--- src/rtl/mux_scan_ctrl_if.sv ---
// Handshake and mux-side signals of the channel scan controller.
// master = scan controller, slave = environment (mux, host, downstream consumer).
interface mux_scan_ctrl_if;
    logic       start;
    logic       cont;
    logic       abort;
    logic [7:0] mask;
    logic [2:0] sel;
    logic       y_in;
    logic       busy;
    logic [7:0] word;
    logic       word_valid;
    logic       word_ready;

    modport master (
        input  start, cont, abort, mask, y_in, word_ready,
        output sel, busy, word, word_valid
    );

    modport slave (
        output start, cont, abort, mask, y_in, word_ready,
        input  sel, busy, word, word_valid
    );
endinterface

--- src/rtl/mux_scan_ctrl.sv ---
// Steps an 8:1 mux through the enabled channels in ascending order, samples each
// after SETTLE cycles, and hands the assembled snapshot downstream over valid/ready.
//
// state     | meaning
// ----------+---------------------------------------------------------------
// ST_IDLE   | no scan in progress, sel parked at 0
// ST_SETTLE | sel applied, waiting for the mux output to settle
// ST_SAMPLE | one cycle: capture y_in into the shadow bit of the current channel
// ST_DONE   | snapshot presented, waiting for word_ready
module mux_scan_ctrl #(
    parameter int unsigned SETTLE = 1
) (
    input  logic           clk,
    input  logic           rst_n,
    mux_scan_ctrl_if.master bus
);
    typedef enum logic [1:0] {ST_IDLE, ST_SETTLE, ST_SAMPLE, ST_DONE} state_t;

    localparam logic [3:0] SETTLE_LD = 4'(SETTLE);
    // With no settle time the first cycle after a select change is already the sample.
    localparam state_t     ST_FIRST  = (SETTLE == 0) ? ST_SAMPLE : ST_SETTLE;

    state_t     state, state_nx;
    logic [2:0] sel_q, sel_nx;
    logic [3:0] cnt_q, cnt_nx;
    logic [7:0] mask_q, mask_nx;
    logic [7:0] shadow_q, shadow_nx;
    logic [7:0] word_q, word_nx;
    logic       valid_q, valid_nx;
    logic [7:0] above;
    logic       launch;

    function automatic logic [2:0] lowest_bit(input logic [7:0] m);
        lowest_bit = 3'd0;
        for (int i = 7; i >= 0; i--) begin
            if (m[i]) lowest_bit = 3'(i);
        end
    endfunction

    always_ff @(posedge clk or negedge rst_n) begin
        if (!rst_n) begin
            state    <= ST_IDLE;
            sel_q    <= 3'd0;
            cnt_q    <= 4'd0;
            mask_q   <= 8'd0;
            shadow_q <= 8'd0;
            word_q   <= 8'd0;
            valid_q  <= 1'b0;
        end else begin
            state    <= state_nx;
            sel_q    <= sel_nx;
            cnt_q    <= cnt_nx;
            mask_q   <= mask_nx;
            shadow_q <= shadow_nx;
            word_q   <= word_nx;
            valid_q  <= valid_nx;
        end
    end

    always_comb begin
        state_nx  = state;
        sel_nx    = sel_q;
        cnt_nx    = cnt_q;
        mask_nx   = mask_q;
        shadow_nx = shadow_q;
        word_nx   = word_q;
        valid_nx  = valid_q;
        launch    = 1'b0;
        above     = mask_q & (8'hFE << sel_q);

        case (state)
            ST_IDLE: begin
                launch = bus.start && (bus.mask != 8'd0);
            end
            ST_SETTLE: begin
                if (cnt_q <= 4'd1) begin
                    cnt_nx   = 4'd0;
                    state_nx = ST_SAMPLE;
                end else begin
                    cnt_nx = cnt_q - 4'd1;
                end
            end
            ST_SAMPLE: begin
                shadow_nx[sel_q] = bus.y_in;
                if (above != 8'd0) begin
                    sel_nx   = lowest_bit(above);
                    cnt_nx   = SETTLE_LD;
                    state_nx = ST_FIRST;
                end else begin
                    word_nx  = shadow_nx & mask_q;
                    valid_nx = 1'b1;
                    state_nx = ST_DONE;
                end
            end
            ST_DONE: begin
                if (bus.word_ready) begin
                    valid_nx = 1'b0;
                    if (bus.cont && (bus.mask != 8'd0)) begin
                        launch = 1'b1;
                    end else begin
                        state_nx = ST_IDLE;
                        sel_nx   = 3'd0;
                    end
                end
            end
            default: state_nx = ST_IDLE;
        endcase

        if (launch && !bus.abort) begin
            mask_nx   = bus.mask;
            shadow_nx = 8'd0;
            sel_nx    = lowest_bit(bus.mask);
            cnt_nx    = SETTLE_LD;
            state_nx  = ST_FIRST;
        end

        // Abort leaves word untouched so the last completed snapshot stays readable.
        if (bus.abort) begin
            state_nx = ST_IDLE;
            sel_nx   = 3'd0;
            valid_nx = 1'b0;
        end
    end

    assign bus.sel        = sel_q;
    assign bus.busy       = (state != ST_IDLE);
    assign bus.word       = word_q;
    assign bus.word_valid = valid_q;
endmodule
--- src/flat_wrapper.sv ---
// flat-port wrapper written by rule: the top's interface ports become plain ports
module mux_scan_ctrl_flat 
#(
    parameter int unsigned SETTLE = 1
)
  (clk, rst_n, bus_start, bus_cont, bus_abort, bus_mask, bus_y_in, bus_word_ready, bus_sel, bus_busy, bus_word, bus_word_valid);
  mux_scan_ctrl_if bus_i ();
  input  logic clk;
  input  logic rst_n;
  input wire logic [$bits(bus_i.start)-1:0] bus_start;
  input wire logic [$bits(bus_i.cont)-1:0] bus_cont;
  input wire logic [$bits(bus_i.abort)-1:0] bus_abort;
  input wire logic [$bits(bus_i.mask)-1:0] bus_mask;
  input wire logic [$bits(bus_i.y_in)-1:0] bus_y_in;
  input wire logic [$bits(bus_i.word_ready)-1:0] bus_word_ready;
  output wire logic [$bits(bus_i.sel)-1:0] bus_sel;
  output wire logic [$bits(bus_i.busy)-1:0] bus_busy;
  output wire logic [$bits(bus_i.word)-1:0] bus_word;
  output wire logic [$bits(bus_i.word_valid)-1:0] bus_word_valid;
  assign bus_i.start = bus_start;
  assign bus_i.cont = bus_cont;
  assign bus_i.abort = bus_abort;
  assign bus_i.mask = bus_mask;
  assign bus_i.y_in = bus_y_in;
  assign bus_i.word_ready = bus_word_ready;
  assign bus_sel = bus_i.sel;
  assign bus_busy = bus_i.busy;
  assign bus_word = bus_i.word;
  assign bus_word_valid = bus_i.word_valid;
  mux_scan_ctrl #(.SETTLE(SETTLE)) u_core (.clk(clk), .rst_n(rst_n), .bus(bus_i));
endmodule
--- config.mk ---
export PLATFORM = sky130hd
export DESIGN_NAME = mux_scan_ctrl_flat
export DESIGN_NICKNAME = d
export VERILOG_FILES = /design/src/rtl/mux_scan_ctrl_if.sv /design/src/rtl/mux_scan_ctrl.sv /design/src/flat_wrapper.sv
export SDC_FILE = /design/constraint.sdc
export NUM_CORES = 1
export LEC_CHECK = 0
export CAP_MARGIN = 40
export CORE_AREA = 2 2 96 98
export DETAILED_ROUTE_END_ITERATION = 7
export DIE_AREA = 0 0 98 100
export SKIP_LAST_GASP = 1
export SYNTH_ARGS = -nofsm -noshare
export SYNTH_HDL_FRONTEND = slang
export SYNTH_SLANG_ARGS = --single-unit
--- constraint.sdc ---
create_clock -name clk -period 2.64 [get_ports clk]
set_input_delay 0.528 -clock clk [delete_from_list [all_inputs] [get_ports clk]]
set_output_delay 0.528 -clock clk [all_outputs]
set_load 0.03 [all_outputs]
# Word-level counts from Yosys, hierarchy flattened
# Index checks and enable logic that the tools add are counted.
# W data, S select, Z words.
[word_totals]
ff_bits = 34
inputBits = 15
out_inout_bits = 13
word_cells = 89
[classes]
n_addsub = 1
order_cmp = 3
n_eq_ne = 10
shift = 1
mux = 45
bitwise = 3
n_reduce_logical = 19
[ops]
columns = ["cell", "n"]
rows = [
  ["$mux W3", 21],
  ["$and A8 B8 Y8", 2],
  ["$mux W8", 2],
  ["$reduce_bool A8 Y1", 2],
  ["$mux W2", 6],
  ["$mux W4", 3],
  ["$bwmux W8", 1],
  ["$ne A4 B2 Y1 const B", 2],
  ["$pmux W4 S2", 1],
  ["$reduce_and A4 Y1", 2],
  ["$shl A8 B3 Y8 const A", 1],
  ["$mux W1", 6],
  ["$ne A3 B3 Y1 const B", 2],
  ["$pmux W2 S3", 1],
  ["$pmux W3 S2", 1],
  ["$reduce_bool A3 Y1", 2],
  ["$reduce_bool A5 Y1", 1],
  ["$eq A2 B2 Y1 const B", 2],
  ["$le A4 B1 Y1 const B", 1],
  ["$logic_and A1 B1 Y1", 4],
  ["$lt A3 B4 Y1 const B", 1],
  ["$ne A4 B3 Y1 const B", 1],
  ["$ne A4 B4 Y1 const B", 1],
  ["$pmux W1 S2", 2],
  ["other kinds (12)", 14],
]

# Longest topological paths before layout
# Gate-level depths: netlist of run 1.
[logic_depth]
word_depth = 14
mapped_depth = 8

# Least setup slack after synthesis of run 1
# No wires, ideal clock.
[synth_path]
kind = "register to register"
startpoint = "reg u_core.sel_q[1], in the netlist u_core.bus.sel[1]"
endpoint = "reg u_core.sel_q[0], in the netlist u_core.bus.sel[0]"
setup_time_ns = 0.125
arrival_ns = 1.935
path_slack_ns = 0.580
path_stages_with_launch = 8
path_buffers = 1
cell_sequence = "dfrtp_1 -> buf_6 -> nand2b_1 -> a21o_1 -> a21o_1 -> and3_4 -> o311ai_4 -> mux2_2"
[synth_between]
elab_chain_cells = 14
[synth_rtl]
columns = ["item", "line", "text"]
rows = [
  ["from (decl)", "mux_scan_ctrl.sv:24", "logic [2:0] sel_q, sel_nx;"],
  ["from (signal assigned)", "mux_scan_ctrl.sv:51", "sel_q <= sel_nx;"],
  ["$shl A8 B3 Y8 *", "mux_scan_ctrl.sv:69", "above = mask_q & (8'hFE << sel_q);"],
  ["$and A8 B8 Y8 *", "mux_scan_ctrl.sv:69", ""],
  ["$mux W3 (8 in a row)", "mux_scan_ctrl.sv:36", "if (m[i]) lowest_bit = 3'(i);"],
  ["$mux W3", "mux_scan_ctrl.sv:85", "if (above != 8'd0) begin"],
  ["$pmux W3 S2", "mux_scan_ctrl.sv:71", "case (state)"],
  ["$mux W3", "mux_scan_ctrl.sv:109", "if (launch && !bus.abort) begin"],
  ["$mux W3", "mux_scan_ctrl.sv:118", "if (bus.abort) begin"],
]
# Every way passes the cells marked *; elsewhere a longest branch is shown, timed or not. The select of a mux whose other input is x is not followed.
# A chain may end at the register's enable or synchronous reset.

# Worst setup path in the final report of run 1
[layout_path]
startpoint = "reg u_core.sel_q[1], in the netlist u_core.bus.sel[1]"
endpoint = "out bus_sel[1]"
[layout_rtl]
columns = ["item", "line", "text"]
rows = [
  ["to (decl)", "flat_wrapper.sv:16", "output wire logic [$bits(bus_i.sel)-1:0] bus_sel;"],
]
# No word-level cell between the ends.

==> reports/results.env, run 1 <==
STATUS='finished, final reports clean'
POST_CTS_RESIZE_COUNT=0
TRACK_USAGE=0.111
GRT_PASS1_VIAS=1812
SYNTH_TOP_CELLS_BY_AREA='dfrtp_1 (40%), mux2_2 (6.9%), mux2i_1 (5.6%)'
WORSTSETUPPATHTYPE='reg -> out'
NUM_ROWS=35
NUMBER_OF_CELLS_PRODUCED_BY_SYNTHESIS=224
PORT_BUFFERS=27
LEAKAGE_nW=1.14
DESIGN.CORE.AREA_MM2=0.00889
REMAINING_DRC_ERRORS=0
INITIAL_UTILIZATION=0.240
WORST_SKEW_PAIR.LATE_LATENCY_PS=280
PLACE.GP.CONGESTION=0.791
LAYOUT.CELLS.MOST_COMMON_LIST='dfrtp_1 (34), clkdlybuf4s50_1 (27), nor2_1 (23)'
YOSYS_WARNINGS=0
IR_WORST_VDD_uV=324
POWERDENSITY_mW_PER_MM2=1150
GRT_OVERFLOW=0
SYNTH_TOP_CELL_AREA_SHARE=0.398
GRT_PASS1_WL_UM=8800
SYNTH-EDFF-COUNT=0
LAYOUT-AREA-OVERHEAD-VS-SYNTH_PCT=23.8
FINALNONFILLERCELLS=371
CRIT_FANOUT=20
TIMING.CRITICAL_PATH.TO_TYPE='primary output'
AVGVIACOUNTPERCELL=4.76
IO-PIN-COUNT=28
POST_LAYOUT_MIN_PERIOD_PS=2330
YS_FF_LATCH=34
AREA_OF_THE_DIE_MM2=0.00980
TIMING_MAX_TRANSITION_VIOLATIONS_FINAL=0
ANTENNA_VIOLATING_NETS_POST_ROUTE=0
LARGEST_DELAY_CONTRIBUTOR_FAMILY_ON_THE_CRITICAL_PATH='buffers and inverters'
POST_SYNTH_XOR_AREA_FRACTION=0.00410
DRT_FIRST_PASS_ITERS=4
CTS_BUFFER_DEPTH=2
CLK_TRANSITION_REPORTED_PATHS_PS=70
VIAS=1766
CTS_ROOT_BUF='clkbuf_8'
WORST_EP_ARRIVAL_TIME_PS=1800
SYNTH-SIMPLE-AREA-SHARE=0.189
HTREE_NUM_LEVELS=2
YS_TYPES=50
CELL_TAKING_THE_MOST_AREA_AFTER_SYNTHESIS='dfrtp_1'
SYNTH_FP_NETS=245
LEADING_CELL_TYPE_IN_THE_LAYOUT_FILL_AND_TAPS_EXCLUDED='dfrtp_1'
DIE_HEIGHT_UM=100
CLOCK_TREE_FROM_TRITONCTS='built'
CLOCK_SINKS=34
DP.CELLS=363
FP.DIEW_UM=98
DOMINANT_COMBINATIONAL_CELL_FAMILY_BY_AREA_AFTER_SYNTHESIS='simple AND/OR/NAND/NOR gates'
ASR_FLOP_RATIO_SYNTH=1.00
GRT_ANTENNA_BEFORE_REPAIR=0
FILLCELLCOUNT=942
ADDER_AND_MAJORITY_CELL_FRACTION_OF_THE_SYNTHESIZED_AREA=0.0351
DP_HPWL_UM=3790
FIN_CRIT_SH=0.883
FIN_AREA_MM2=0.00265
CLOCK_SKEW_PS=5.19
SYNTH-COMPOUND-AREA-SHARE=0.188
HOLD_VIOL_FINAL=0
DRIVE_ABOVE_1_SHARE=0.158
ROUTED_WL_UM=5080
MAX_SLEW_MARGIN=0.592
STARTPOINT_TYPE='flop'
FIRST_ITER_VIOLATIONS=67
FINISH.NET_COUNT=280
GRT_SETUP_UNREPAIRED='no'
SYNTH_SEQ_AREA_SHARE=0.398
WORST_PATH_LARGEST_CELL_DELAY_PS=790
CRITICAL_PATH.CELL_CHAIN='clkdlybuf4s50_1'
WORST-PATH-BUF-INV=1
ROUTED_WIRE_LENGTH_PER_INSTANCE_UM=13.7
WORST-SLEW-PIN-TRANSITION_PS=612
DETAILED_PLACE.AREA_MM2=0.00255
TIMING.MAX_CAP.VIOLATIONS=0
SYN_AVG_CELL_AREA_UM2=9.54
FINAL-SETUP-VIOL-COUNT=0
POST-PLACE-WS_PS=43.9
FMAXACHIEVABLE_MHz=429
CP_DATA_REQUIRED_TIME_PS=2110
WORSTHOLDPATHTYPE='reg -> reg'
SYNTHMUXAREASHARE=0.125
SYNTHFLOPTYPE='dfrtp_1'
CTS_HOLD_BUF=0
POSTCTSSETUPBUFFERS=0
DIODES=0
TOTAL_POWER_mW=3.04
CRITICAL-PATH-SLOWEST-CELL='clkdlybuf4s50_1'
MAPPEDNETLISTAREA_MM2=0.00214
GRT_START_MAX_NET_PINS=35
LAYOUT_SETUP_WS_PS=309
TIMING.SETUP.TNS_PS=0
CTS_MADE_BUFFERS=5
## area by class of cell
| type | instances | area [um2] | share of cell area |
|---|---|---|---|
| Clock buffer | 7 | 86.3 | 0.0326 |
| Clock inverter | 1 | 5.00 | 0.00189 |
| Inverter | 11 | 41.3 | 0.0156 |
| Multi-Input combinational cell | 167 | 1150 | 0.437 |
| Sequential cell | 34 | 851 | 0.322 |
| Tap cell | 111 | 139 | 0.0525 |
| Timing Repair Buffer | 40 | 368 | 0.139 |
## where the power goes
| group | switching (mW) | leakage, nW | internal [mW] |
|---|---|---|---|
| Clock | 0.187 | 0.0482 | 0.210 |
| Sequential | 0.224 | 0.427 | 0.760 |
| Combinational | 0.905 | 0.661 | 0.750 |
| Total | 1.32 | 1.14 | 1.72 |
## layer usage
metal / GRT usage / part of all wire / up-vias
li1: - / - / 868
met1: 0.129 / 0.45 / 860
met2: 0.198 / 0.50 / 29
met3: 0.0272 / 0.031 / 9
met4: 0.0395 / 0.018 / 0
met5: 0 / 0 / -
## synth_stat cells (4+ instances only)
master / n
nand3_1: 5
a21oi_1: 12
o21ai_0: 12
nand2b_1: 7
nand2_1: 22
inv_1: 11
ha_1: 6
nor2_1: 23
mux2i_1: 12
buf_6: 5
o31ai_1: 4
nor2b_1: 6
dfrtp_1: 34
mux2_2: 13
nor3_1: 6
## per-stage QoR
step,util,hold slack (ps)
floorplan,-,232
global placement,0.287,465
detailed placement,0.287,470
CTS,0.298,486
global route,0.298,527
finish,0.298,477
## cells by family (layout without fill, tap and decap cells)
family | Yosys count | count (layout)
muxes | 25 | 25
DFF | 34 | 34
and+or+nand+nor | 79 | 79
buffers and inverters | 23 | 59
xor gates and xnor gates | 1 | 1
AOI/OAI and AO/OA | 56 | 56
adders and majority gates | 6 | 6
## sequential cells by signal, summed over array words and instances (netlist names)
name,count
u_core.bus.word_valid,1
u_core.bus.word,8
u_core.bus.sel,3
u_core.cnt_q,4
u_core.state,2
u_core.mask_q,8
u_core.shadow_q,8
## worst paths after layout
path | to | start | slack (ps) | cells past startpoint
hold reg to reg | u_core.bus.word[7] | u_core.bus.word[7] | 480 | 2
max in group asynchronous | u_core.bus.word_valid | rst_n | 1650 | 2
hold / removal | u_core.bus.word[7] | u_core.bus.word[7] | 480 | 2
min in group asynchronous | u_core.mask_q[7] | rst_n | 650 | 2
setup reg to reg | u_core.bus.sel[1] | u_core.bus.sel[1] | 440 | 6
setup / recovery | bus_sel[1] | u_core.bus.sel[1] | 310 | 1
No activity file was read; power rests on OpenSTA's default activity.
==> run 2, diff against run 1 <==
--- a/config.mk
+++ b/config.mk
@@ -9,6 +9,7 @@
 export CORE_AREA = 2 2 96 98
 export DETAILED_ROUTE_END_ITERATION = 7
 export DIE_AREA = 0 0 98 100
+export PLACE_DENSITY = 0.4
 export SKIP_LAST_GASP = 1
 export SYNTH_ARGS = -nofsm -noshare
 export SYNTH_HDL_FRONTEND = slang
==> constraint.sdc (replaced) <==
create_clock -name clk -period 2.97 [get_ports clk]
set_input_delay 0.594 -clock clk [delete_from_list [all_inputs] [get_ports clk]]
set_output_delay 0.594 -clock clk [all_outputs]
set_load 0.03 [all_outputs]
==> reports/results.env, run 2 (synthesis gave the netlist of run 1 again) <==
TIMING_MAX_TRANSITION_VIOLATIONS_FINAL=0  # unchanged
WORSTSETUPPATHTYPE='in -> reg'
FIN_CRIT_SH=0.830
CLOCK_TREE_FROM_TRITONCTS='built'
FINAL-SETUP-VIOL-COUNT=0  # unchanged
CRIT_FANOUT=4  # -80%
FINISH.NET_COUNT=274  # -2.1%
DIE_HEIGHT_UM=100  # unchanged
POST_LAYOUT_MIN_PERIOD_PS=2460
HTREE_NUM_LEVELS=2  # unchanged
STARTPOINT='bus_mask[5]'
WORSTHOLDPATHTYPE='reg -> reg'
FIRST_ITER_VIOLATIONS=81  # +21%
CLK_TRANSITION_REPORTED_PATHS_PS=80  # about the same
GRT_PASS1_VIAS=1723  # -4.9%
INITIAL_UTILIZATION=0.240  # unchanged
HOLD_WORST_SLACK_PS=476  # -0.867 ps
LEADING_CELL_TYPE_IN_THE_LAYOUT_FILL_AND_TAPS_EXCLUDED='dfrtp_1'
CTS_BUFFER_DEPTH=2  # unchanged
DIODES=0  # unchanged
GRT_OVERFLOW=0  # unchanged
STARTPOINT_TYPE='primary input'
GRT_SETUP_UNREPAIRED='no'
ROUTED_WL_UM=5580  # +9.8%
POSTCTSSETUPBUFFERS=0  # unchanged
PORT_BUFFERS=27  # unchanged
ROUTED_WIRE_LENGTH_PER_INSTANCE_UM=15.3  # +12%
GRT_PASS1_WL_UM=9360  # +6.3%
DESIGN.CORE.AREA_MM2=0.00889  # unchanged
FILLCELLCOUNT=958  # +1.7%
CTS_HOLD_BUF=0  # unchanged
CP_DATA_REQUIRED_TIME_PS=3150  # +1040 ps
DRIVE_ABOVE_1_SHARE=0.138  # -0.0199
RR_STARTPOINT='u_core.state[1]'
NUM_ROWS=35  # unchanged
REMAINING_DRC_ERRORS=0  # unchanged
CRITICAL_PATH_DESTINATION='u_core.bus.sel[1]'
TIMING.CRITICAL_PATH.TO_TYPE='flop'
LAYOUT.CELLS.MOST_COMMON_LIST='dfrtp_1 (34), clkdlybuf4s50_1 (27), nor2_1 (23)'
LAYOUT-AREA-OVERHEAD-VS-SYNTH_PCT=21.7
CLOCK_SINKS=34  # unchanged
TIMING.MAX_CAP.VIOLATIONS=0  # unchanged
FP.DIEW_UM=98  # unchanged
IO-PIN-COUNT=28  # unchanged
CTS_MADE_BUFFERS=5  # unchanged
VIAS=1699  # -3.8%
CRIT-REG2REG-CAPTURE='u_core.bus.sel[0]'
TIMING.SETUP.TNS_PS=0  # unchanged
STATUS='finished, final reports clean'
CTS_ROOT_BUF='clkbuf_8'
POST_CTS_RESIZE_COUNT=0  # unchanged
WORST_SKEW_PAIR.LATE_LATENCY_PS=290  # about the same
WORST-R2R-CELL-COUNT=7  # +1
HOLD_VIOL_FINAL=0  # unchanged
WORST-SLEW-PIN-TRANSITION_PS=640  # +28.1 ps
TRACK_USAGE=0.121  # +0.0105
AREA_OF_THE_DIE_MM2=0.00980  # unchanged
RRSETUPSLACK_PS=660  # +220 ps
AVGVIACOUNTPERCELL=4.65  # -2.2%
DRT_FIRST_PASS_ITERS=4  # unchanged
FINAL_UTIL=0.292  # -0.00507
WORST_EP_ARRIVAL_TIME_PS=2640  # +840 ps
PLACE.GP.CONGESTION=0.727  # -8.1%
FMAXACHIEVABLE_MHz=406
GRT_ANTENNA_BEFORE_REPAIR=0  # unchanged
MAX_SLEW_MARGIN=0.573  # -0.0188
GRT_START_MAX_NET_PINS=35  # unchanged
LEAKAGE_nW=1.11  # -2.6%
DP_HPWL_UM=3870  # +2.1%
IR_WORST_VDD_uV=401  # +24%
ANTENNA_VIOLATING_NETS_POST_ROUTE=0  # unchanged
CLOCK_SKEW_PS=9.36  # +4.17 ps
POWERDENSITY_mW_PER_MM2=1050  # -8.7%
==> run 2: cell types whose count changed in the layout (fill, tap and decap cells not counted), sizes merged <==
cell	change
buf	-6
==> run 2: layout make-up <==
type	instances	area, um2	share of cell area
Multi-Input combinational cell	167	1150	0.444
Sequential cell	34	851	0.327
Timing Repair Buffer	34	323	0.124
Tap cell	111	139	0.0534
Clock buffer	7	86.3	0.0332
Inverter	11	41.3	0.0159
Clock inverter	1	5.00	0.00192
==> run 2: power breakdown <==
part	switching [mW]	internal, mW
combinational	0.819	0.658
clock	0.185	0.188
sequential	0.203	0.675
==> run 2: critical path: stages <==
cell             delay, ps
clkdlybuf4s50_1        470
nor4_2                 470
a21boi_1               130
o211a_1                270
o311ai_4               340
mux2_2                 370
==> run 2: worst min-delay path by stage <==
stage                             startpoint            endpoint  slack [ps]  depth (start not counted)
after floorplan                        rst_n   u_core.bus.sel[0]         300                          0
after global placement    u_core.bus.word[5]  u_core.bus.word[5]         470                          2
after detailed placement  u_core.bus.word[6]  u_core.bus.word[6]         470                          2
after CTS                 u_core.bus.word[6]  u_core.bus.word[6]         480                          2
after global routing      u_core.bus.word[7]  u_core.bus.word[7]         520                          2
final                     u_core.bus.word[6]  u_core.bus.word[6]         480                          2
==> run 2: routing by layer <==
| layer | vias up | part of all wire | GRT usage |
|---|---|---|---|
| li1 | 852 | - | - |
| met1 | 821 | 0.49 | 0.166 |
| met2 | 22 | 0.47 | 0.197 |
| met3 | 4 | 0.031 | 0.0237 |
| met4 | 0 | 0.0093 | 0.0331 |
| met5 | - | 0 | 0 |
==> run 2: per-stage QoR <==
stage | total power, mW | std cells | setup slack, ps | area (um2)
2_1_floorplan | 1.93 | 224 | 902 | 2140
3_3_place_gp | 2.38 | 357 | 218 | 2510
3_5_place_dp | 2.38 | 357 | 193 | 2510
4_1_cts | 2.76 | 365 | 511 | 2600
5_1_grt | 2.97 | 365 | 298 | 2600
6_report | 2.73 | 365 | 506 | 2600
